File: src/rtl/snn_pkg.sv
// Shared constants and types for the spiking-neuron layer and its rate decoder.
package snn_pkg;
  localparam int SNN_NUM_CH = 2;
  localparam int SNN_WINDOW = 16;
  localparam int SNN_CNT_W  = 8;

  typedef logic [SNN_CNT_W-1:0] spike_cnt_t;

  typedef enum logic {
    CNT_IDLE  = 1'b0,
    CNT_COUNT = 1'b1
  } cnt_state_e;
endpackage

File: src/rtl/spike_counter.sv
// Per-channel saturating spike counter; sum_o is the count including this cycle's spike.
module spike_counter
  import snn_pkg::*;
#(
  parameter int CNT_W = SNN_CNT_W
) (
  input  logic             clk,
  input  logic             rst_n,
  input  logic             en_i,
  input  logic             clr_i,
  input  logic             inc_i,
  output logic [CNT_W-1:0] sum_o
);
  localparam logic [CNT_W-1:0] CNT_MAX = '1;

  logic [CNT_W-1:0] cnt_q, cnt_d;

  always_comb begin
    sum_o = cnt_q;
    if (inc_i && (cnt_q != CNT_MAX)) sum_o = cnt_q + CNT_W'(1);
    cnt_d = cnt_q;
    if (clr_i)     cnt_d = '0;
    else if (en_i) cnt_d = sum_o;
  end

  always_ff @(posedge clk or negedge rst_n) begin
    if (!rst_n) cnt_q <= '0;
    else        cnt_q <= cnt_d;
  end
endmodule

File: src/rtl/spike_rate_decoder.sv
// Counts spikes per channel over a WINDOW-cycle window and publishes counts plus
// the most active channel over a valid/ready handshake.
module spike_rate_decoder
  import snn_pkg::*;
#(
  parameter  int NUM_CH = SNN_NUM_CH,
  parameter  int WINDOW = SNN_WINDOW,
  parameter  int CNT_W  = SNN_CNT_W,
  localparam int IDX_W  = (NUM_CH > 1) ? $clog2(NUM_CH) : 1,
  localparam int WIN_W  = $clog2(WINDOW)
) (
  input  logic                    clk,
  input  logic                    rst_n,
  input  logic                    en,
  input  logic                    clear,
  input  logic [NUM_CH-1:0]       spike_in,
  output logic                    out_valid,
  input  logic                    out_ready,
  output logic [NUM_CH*CNT_W-1:0] cnt_out,
  output logic [IDX_W-1:0]        winner,
  output logic                    none,
  output logic                    overrun
);
  localparam logic [WIN_W-1:0] WIN_LAST = WIN_W'(WINDOW - 1);

  cnt_state_e              state;
  logic [WIN_W-1:0]        win_q, win_d;
  logic                    win_end, ctr_clr, load;
  logic [NUM_CH*CNT_W-1:0] sum_w, cnt_q;
  logic [CNT_W-1:0]        best;
  logic [IDX_W-1:0]        winner_d, winner_q;
  logic                    none_d, none_q;
  logic                    valid_d, valid_q, over_d, over_q;

  // The counting state is carried directly by en; no separate state register.
  always_comb state = en ? CNT_COUNT : CNT_IDLE;

  always_comb begin
    win_d   = win_q;
    win_end = 1'b0;
    ctr_clr = clear;
    if (clear) begin
      win_d = '0;
    end else begin
      case (state)
        CNT_COUNT: begin
          if (win_q == WIN_LAST) begin
            win_end = 1'b1;
            ctr_clr = 1'b1;
            win_d   = '0;
          end else begin
            win_d = win_q + WIN_W'(1);
          end
        end
        default: win_d = win_q;
      endcase
    end
  end

  for (genvar g = 0; g < NUM_CH; g++) begin : g_ch
    spike_counter #(.CNT_W(CNT_W)) u_cnt (
      .clk   (clk),
      .rst_n (rst_n),
      .en_i  (state == CNT_COUNT),
      .clr_i (ctr_clr),
      .inc_i (spike_in[g]),
      .sum_o (sum_w[g*CNT_W +: CNT_W])
    );
  end

  // Strict greater-than keeps the lowest index on ties.
  always_comb begin
    best     = sum_w[CNT_W-1:0];
    winner_d = '0;
    for (int i = 1; i < NUM_CH; i++) begin
      if (sum_w[i*CNT_W +: CNT_W] > best) begin
        best     = sum_w[i*CNT_W +: CNT_W];
        winner_d = IDX_W'(i);
      end
    end
    none_d = (sum_w == '0);
  end

  // A finished window loads only if the output slot is free or being emptied this edge.
  always_comb begin
    load    = win_end && (!valid_q || out_ready);
    valid_d = valid_q;
    if (load)                        valid_d = 1'b1;
    else if (valid_q && out_ready)   valid_d = 1'b0;
    over_d = over_q | (win_end && valid_q && !out_ready);
  end

  always_ff @(posedge clk or negedge rst_n) begin
    if (!rst_n) begin
      win_q    <= '0;
      cnt_q    <= '0;
      winner_q <= '0;
      none_q   <= 1'b0;
      valid_q  <= 1'b0;
      over_q   <= 1'b0;
    end else begin
      win_q   <= win_d;
      valid_q <= valid_d;
      over_q  <= over_d;
      if (load) begin
        cnt_q    <= sum_w;
        winner_q <= winner_d;
        none_q   <= none_d;
      end
    end
  end

  assign out_valid = valid_q;
  assign cnt_out   = cnt_q;
  assign winner    = winner_q;
  assign none      = none_q;
  assign overrun   = over_q;
endmodule

File: config.mk
export PLATFORM = sky130hd
export DESIGN_NAME = spike_rate_decoder
export DESIGN_NICKNAME = d
export VERILOG_FILES = /design/src/rtl/snn_pkg.sv /design/src/rtl/spike_counter.sv /design/src/rtl/spike_rate_decoder.sv
export SDC_FILE = /design/constraint.sdc
export NUM_CORES = 1
export LEC_CHECK = 0
export CAP_MARGIN = 20
export CORE_MARGIN = 2
export CORE_UTILIZATION = 46
export DETAILED_ROUTE_END_ITERATION = 12
export GPL_TIMING_DRIVEN = 0
export MAX_ROUTING_LAYER = met4
export PLACE_DENSITY = 0.81
export REMOVE_ABC_BUFFERS = 1
export SLEW_MARGIN = 20
export SYNTH_ARGS = -nofsm -noshare
export SYNTH_HDL_FRONTEND = slang
export SYNTH_HIERARCHICAL = 1
export SYNTH_SLANG_ARGS = --single-unit
File: constraint.sdc
create_clock -name clk -period 2.3 [get_ports clk]
set_input_delay 0.23 -clock clk [delete_from_list [all_inputs] [get_ports clk]]
set_output_delay 0.23 -clock clk [all_outputs]
set_load 0.02 [all_outputs]
==> results of run 1 <==
## Yosys cell counts (4+ instances only)
cell       n  share of area
dfrtp_1   40           0.41
nor2_1    23          0.035
nand2_1   21          0.032
mux2_2    18          0.083
a21oi_1   15          0.031
inv_1     12          0.018
nand3_1   12          0.024
ha_1      11          0.056
o21ai_0    9          0.018
xnor2_1    9          0.032
buf_2      8          0.016
and4_1     7          0.025
nor3_1     6          0.012
a31oi_1    4          0.010
nand2b_1   4          0.010
nand4_1    4          0.010
nor2b_1    4          0.010
nor3_2     4          0.016
nor4_1     4          0.010
## cell families (layout without fill, tap and decap cells)
group,after synthesis,in the layout,synth area share
simple gates,102,102,0.245
xor+xnor,12,12,0.0428
fa+ha+maj,11,11,0.0561
buf+inv,25,80,0.0515
flops,40,40,0.408
compound gates,38,38,0.0968
mux,22,22,0.0999
## registers in the layout (all words and copies together), names as in the netlist
name,count
cnt_out,16
g_ch.u_cnt/cnt_q,16
none,1
out_valid,1
overrun,1
win_q,4
winner,1
## what timing repair did
| item | in CTS | in global routing |
|---|---|---|
| setup endpoints to repair | 22 | 4 |
| setup buffers | 2 | 31 |
| pin swaps | 1 | 18 |
| hold buffers | 1 | 0 |
| resized for setup | 9 | 57 |
| hold endpoints to repair | 13 | 0 |
## per-layer routing
layer | vias up | GRT usage | share of wire | wire [um]
li1 | 1001 | - | - | -
met1 | 1102 | 0.236 | 0.40 | 2630
met2 | 99 | 0.302 | 0.50 | 3240
met3 | 23 | 0.0388 | 0.066 | 430
met4 | 0 | 0.0821 | 0.033 | 212
met5 | - | - | 0 | 0
## critical path, stage by stage, from the launching register on
cell      delay, ns
dfrtp_2        0.38
buf_4          0.12
nand4_1        0.25
nor3_4         0.30
o21a_1         0.22
inv_1          0.10
ha_4           0.27
and4_4         0.25
nand4_1        0.18
o311ai_2       0.16
o22ai_1        0.13
## power by group
group	switching (uW)	internal [uW]	total [uW]
Clock	249	206	456
Sequential	12.7	711	724
Combinational	91.1	79.2	170
Total	353	997	1350
## metrics by stage
step	util	total power (uW)	setup WS [ns]
floorplan	-	796	-0.0804
global placement	0.529	848	-0.562
detailed placement	0.532	856	-0.584
CTS	0.561	1310	-0.245
global route	0.646	1390	-0.207
finish	0.646	1350	-0.192
## final cells by class
cell class                 instances  area (um2)
sequential                        40        1010
tap                               70        87.6
multi-input combinational        185        1530
clock inverter                     1        5.00
clock buffer                       6        72.6
timing repair buffer              61         561
fill                             394        1820
inverter                          12        47.5
## worst min path at each step
stage          startpoint  slack, ns  cells after the start          to
2_1_floorplan       rst_n      -0.07                      0  cnt_out[0]
5_1_grt             rst_n       0.38                      2   out_valid
4_1_cts             rst_n       0.37                      2    win_q[0]
6_report            rst_n       0.37                      2    win_q[0]
3_3_place_gp      overrun       0.44                      1     overrun
3_5_place_dp        rst_n       0.16                      1    win_q[0]
==> results.toml, run 1 <==
[setup_path]
critical_path.startpoint_type = "flip-flop"
crit_end = "winner"
worst-path-max-fanout = 4
required_ns = 2.48
r2r_setup_slack_ns = -0.19
crit_start = "g_ch[0].u_cnt/cnt_q[5]"
endpoint_kind = "flip-flop"
timing.rr.start = "g_ch[0].u_cnt/cnt_q[5]"
cp_data_arrival_time_ns = 2.67
path_class = "flip-flop to flip-flop"
reg2regPathDepth = 10
worstReg2RegEnd = "winner"

[die]
rows = 26
io_pins = 27
core_area_um2 = 5140
die-area_um2 = 5940
die_h_um = 77.1
initial_core_util = 0.478
die_x_um = 77.1

[global_routing]
grt_pass1_wl_mm = 8.69
grt_usage = 0.190
gr-total-overflow = 0
antenna_found_initial = 0
grt_pass1_vias = 1897
grt_max_degree = 28

[layout]
fin_area_um2 = 3320
final_cell_mix = "30 x buf_4, 29 x dfrtp_1, 22 x clkdlybuf4s50_1, 19 x nor2_1"
final_common_cell = "buf_4"
drive_gt1_frac = 0.384
syn_to_final_growth_pct = 35.3
nets = 323
stdcell_count = 375
diodes = 0

[sta]
drv_slew = 0
hold_violations = 0
post-route-min-period_ns = 2.49
fin_ws_ns = -0.192
setup_tns_ns = -0.192
finalSetupViolCount = 1
max_freq_mhz = 401
tightest_slew_ns = 0.858
hold_slack_ns = 0.370
finClkSkew_ns = 0.00484
max-slew-margin-rel = 0.427
post-route-period-util = 1.08

[yosys]
synth_area_um2 = 2450
synth-edff-count = 0
synth_cells = 250
ys_seq_elements = 40
synthFlopType = "dfrtp_1"
ys_seq_area_frac = 0.408
ys_warn_count = 6
ys_types = 40
syn_area_per_cell_um2 = 9.82
synthArstFlopShare = 1.00

[placement]
place_area_um2 = 2740
hpwlAfterDp_mm = 3.57
dpl.cell_count = 334
port_buffers = 26
place.gp.congestion = 0.829

[power]
p_leak_uw = 0.00146
peakVddDrop_uv = 366
powerDensity_nw_per_um2 = 407

[clocking]
cts_tree = "done"
clock-sinks = 40
h-tree-depth = 2
clk_latency_ns = 0.30
cts_buffer_depth = 2
cts-root-buf = "clkbuf_8"
cts_buffers = 5
clk_pin_slew_ns = 0.08

[run]
cap_violations = 0

[routing]
detail_route.iter0.violations = 175
num_vias = 2225
drcViolationCount = 0
ant_nets = 0
drtPass1Iterations = 4
wl_per_cell_um = 17.4
via_per_inst = 5.93
wl_mm = 6.51

[run_status]
violations = "setup timing"
status = "complete, but fails checks"

[worst_hold_path]
hold_path.class = "input pin to asynchronous set/reset pin"
Note: power is estimated with default switching activity, not from simulation.
==> inputs of run 2 (changes only) <==
--- a/config.mk
+++ b/config.mk
@@ -13,6 +13,7 @@
 export MAX_ROUTING_LAYER = met4
 export PLACE_DENSITY = 0.81
 export REMOVE_ABC_BUFFERS = 1
+export SETUP_SLACK_MARGIN = 0.02
 export SLEW_MARGIN = 20
 export SYNTH_ARGS = -nofsm -noshare
 export SYNTH_HDL_FRONTEND = slang
==> results.toml, run 2 (synthesis gave the netlist of run 1 again) <==
[placement]
place.gp.congestion = 0.829
dpl.cell_count = 334
post-place-ws_ns = -0.584
port_buffers = 26
hpwlAfterDp_mm = 3.57
place_area_um2 = 2740

[layout]
diodes = 0
final_common_cell = "buf_4"
syn_to_final_growth_pct = 35.3
drive_gt1_frac = 0.384
fin_area_um2 = 3320
nets = 323
final_cell_mix = "30 x buf_4, 29 x dfrtp_1, 22 x clkdlybuf4s50_1, 19 x nor2_1"
stdcell_count = 375

[global_routing]
antenna_found_initial = 0
grt_pass1_vias = 1897
grt_usage = 0.190
gr-total-overflow = 0
grt_pass1_wl_mm = 8.69
grt_max_degree = 28

[clocking]
cts_tree = "done"
clk_latency_ns = 0.30
clk_pin_slew_ns = 0.08
cts_buffer_depth = 2
clock-sinks = 40
cts_buffers = 5
cts-root-buf = "clkbuf_8"
h-tree-depth = 2

[sta]
finalSetupViolCount = 1
fin_ws_ns = -0.195
post-route-min-period_ns = 2.49
max_freq_mhz = 401
hold_violations = 0
post-route-period-util = 1.08
drv_slew = 0
finClkSkew_ns = 0.00354
tightest_slew_ns = 0.909
max-slew-margin-rel = 0.393
rsz0062_at_grt = "true"
hold_slack_ns = 0.365

[setup_path]
critical_path.startpoint_type = "flip-flop"
crit_slowest_cell = "dfrtp_2"
slowest_delay_ns = 0.39
worst-path-max-fanout = 4
path_class = "flip-flop to flip-flop"
required_ns = 2.48
path_cells = "buf_4, nand4_1, nor3_4, o21a_1, inv_1, ha_4, and4_4, nand4_1, o311ai_2, o22ai_1"
cp_data_arrival_time_ns = 2.67
cpMostUsedCell = "nand4_1"
endpoint_kind = "flip-flop"

[routing]
wl_per_cell_um = 17.4
ant_nets = 0
via_per_inst = 5.97
num_vias = 2240
drtPass1Iterations = 5
wl_mm = 6.52
detail_route.iter0.violations = 156
drcViolationCount = 0

[die]
core_area_um2 = 5140
rows = 26
io_pins = 27
die-area_um2 = 5940
die_h_um = 77.1
initial_core_util = 0.478
die_x_um = 77.1

[power]
p_leak_uw = 0.00146
peakVddDrop_uv = 366
total_power_uw = 1350
powerDensity_nw_per_um2 = 407

[run_status]
status = "complete, but fails checks"
violations = "setup timing"

[worst_hold_path]
hold_path.class = "input pin to asynchronous set/reset pin"

[run]
cap_violations = 0
run 2: cell counts in the layout (fill, tap and decap cells not counted):
No cell type changed its count.
run 2: per-stage QoR:
stage / utilization / TNS (ns)
6_report: 0.646 / -0.195
5_1_grt: 0.646 / -0.207
4_1_cts: 0.561 / -0.245
3_5_place_dp: 0.532 / -14.56
3_3_place_gp: 0.529 / -14.12
2_1_floorplan: - / -0.0804
run 2: power by group:
part           internal (uW)  switching, uW  leakage, uW
Sequential               711           12.7     0.000528
Combinational           79.3           91.4     0.000895
Clock                    206            252    0.0000410
run 2: cell type report:
type / count / area [um2]
Clock inverter: 1 / 5.00
Tap cell: 70 / 87.6
Sequential cell: 40 / 1010
Fill cell: 394 / 1820
Clock buffer: 6 / 72.6
Multi-Input combinational cell: 185 / 1530
Inverter: 12 / 47.5
Timing Repair Buffer: 61 / 561
run 2: what timing repair did:
| item | 4_1_cts | 5_1_grt |
|---|---|---|
| hold buffers | 1 | 0 |
| gates resized for setup | 9 | 57 |
| pin swaps | 1 | 18 |
| endpoints found under the hold margin | 13 | 0 |
| setup buffers | 2 | 31 |
| setup endpoints to repair | 22 | 4 |
run 2: worst paths after layout:
kind,endpoint,depth (start not counted),from,slack (ns)
worst max register to register,winner,10,g_ch[0].u_cnt/cnt_q[5],-0.19
min in group clk,g_ch[1].u_cnt/cnt_q[2],3,spike_in[1],0.46
max in group asynchronous,g_ch[0].u_cnt/cnt_q[5],3,rst_n,1.47
worst min-delay path,win_q[0],2,rst_n,0.36
worst min register to register,overrun,1,overrun,0.47
worst max-delay path,winner,10,g_ch[0].u_cnt/cnt_q[5],-0.19
run 2: layer usage:
| layer | track usage | vias up | share of wire |
|---|---|---|---|
| li1 | - | 1001 | - |
| met5 | - | - | 0 |
| met2 | 0.302 | 97 | 0.50 |
| met1 | 0.236 | 1123 | 0.42 |
| met4 | 0.0821 | 0 | 0.028 |
| met3 | 0.0388 | 19 | 0.053 |
run 2: worst max-delay path: cells and delay by family (launching register included):
kind                     cells  cell delay [ns]
buffers and inverters        2             0.22
adder cells (fa/ha/maj)      1             0.27
flip-flops                   1             0.39
AND/OR/NAND/NOR              4             0.96
AO/OA/AOI/OAI                3             0.51
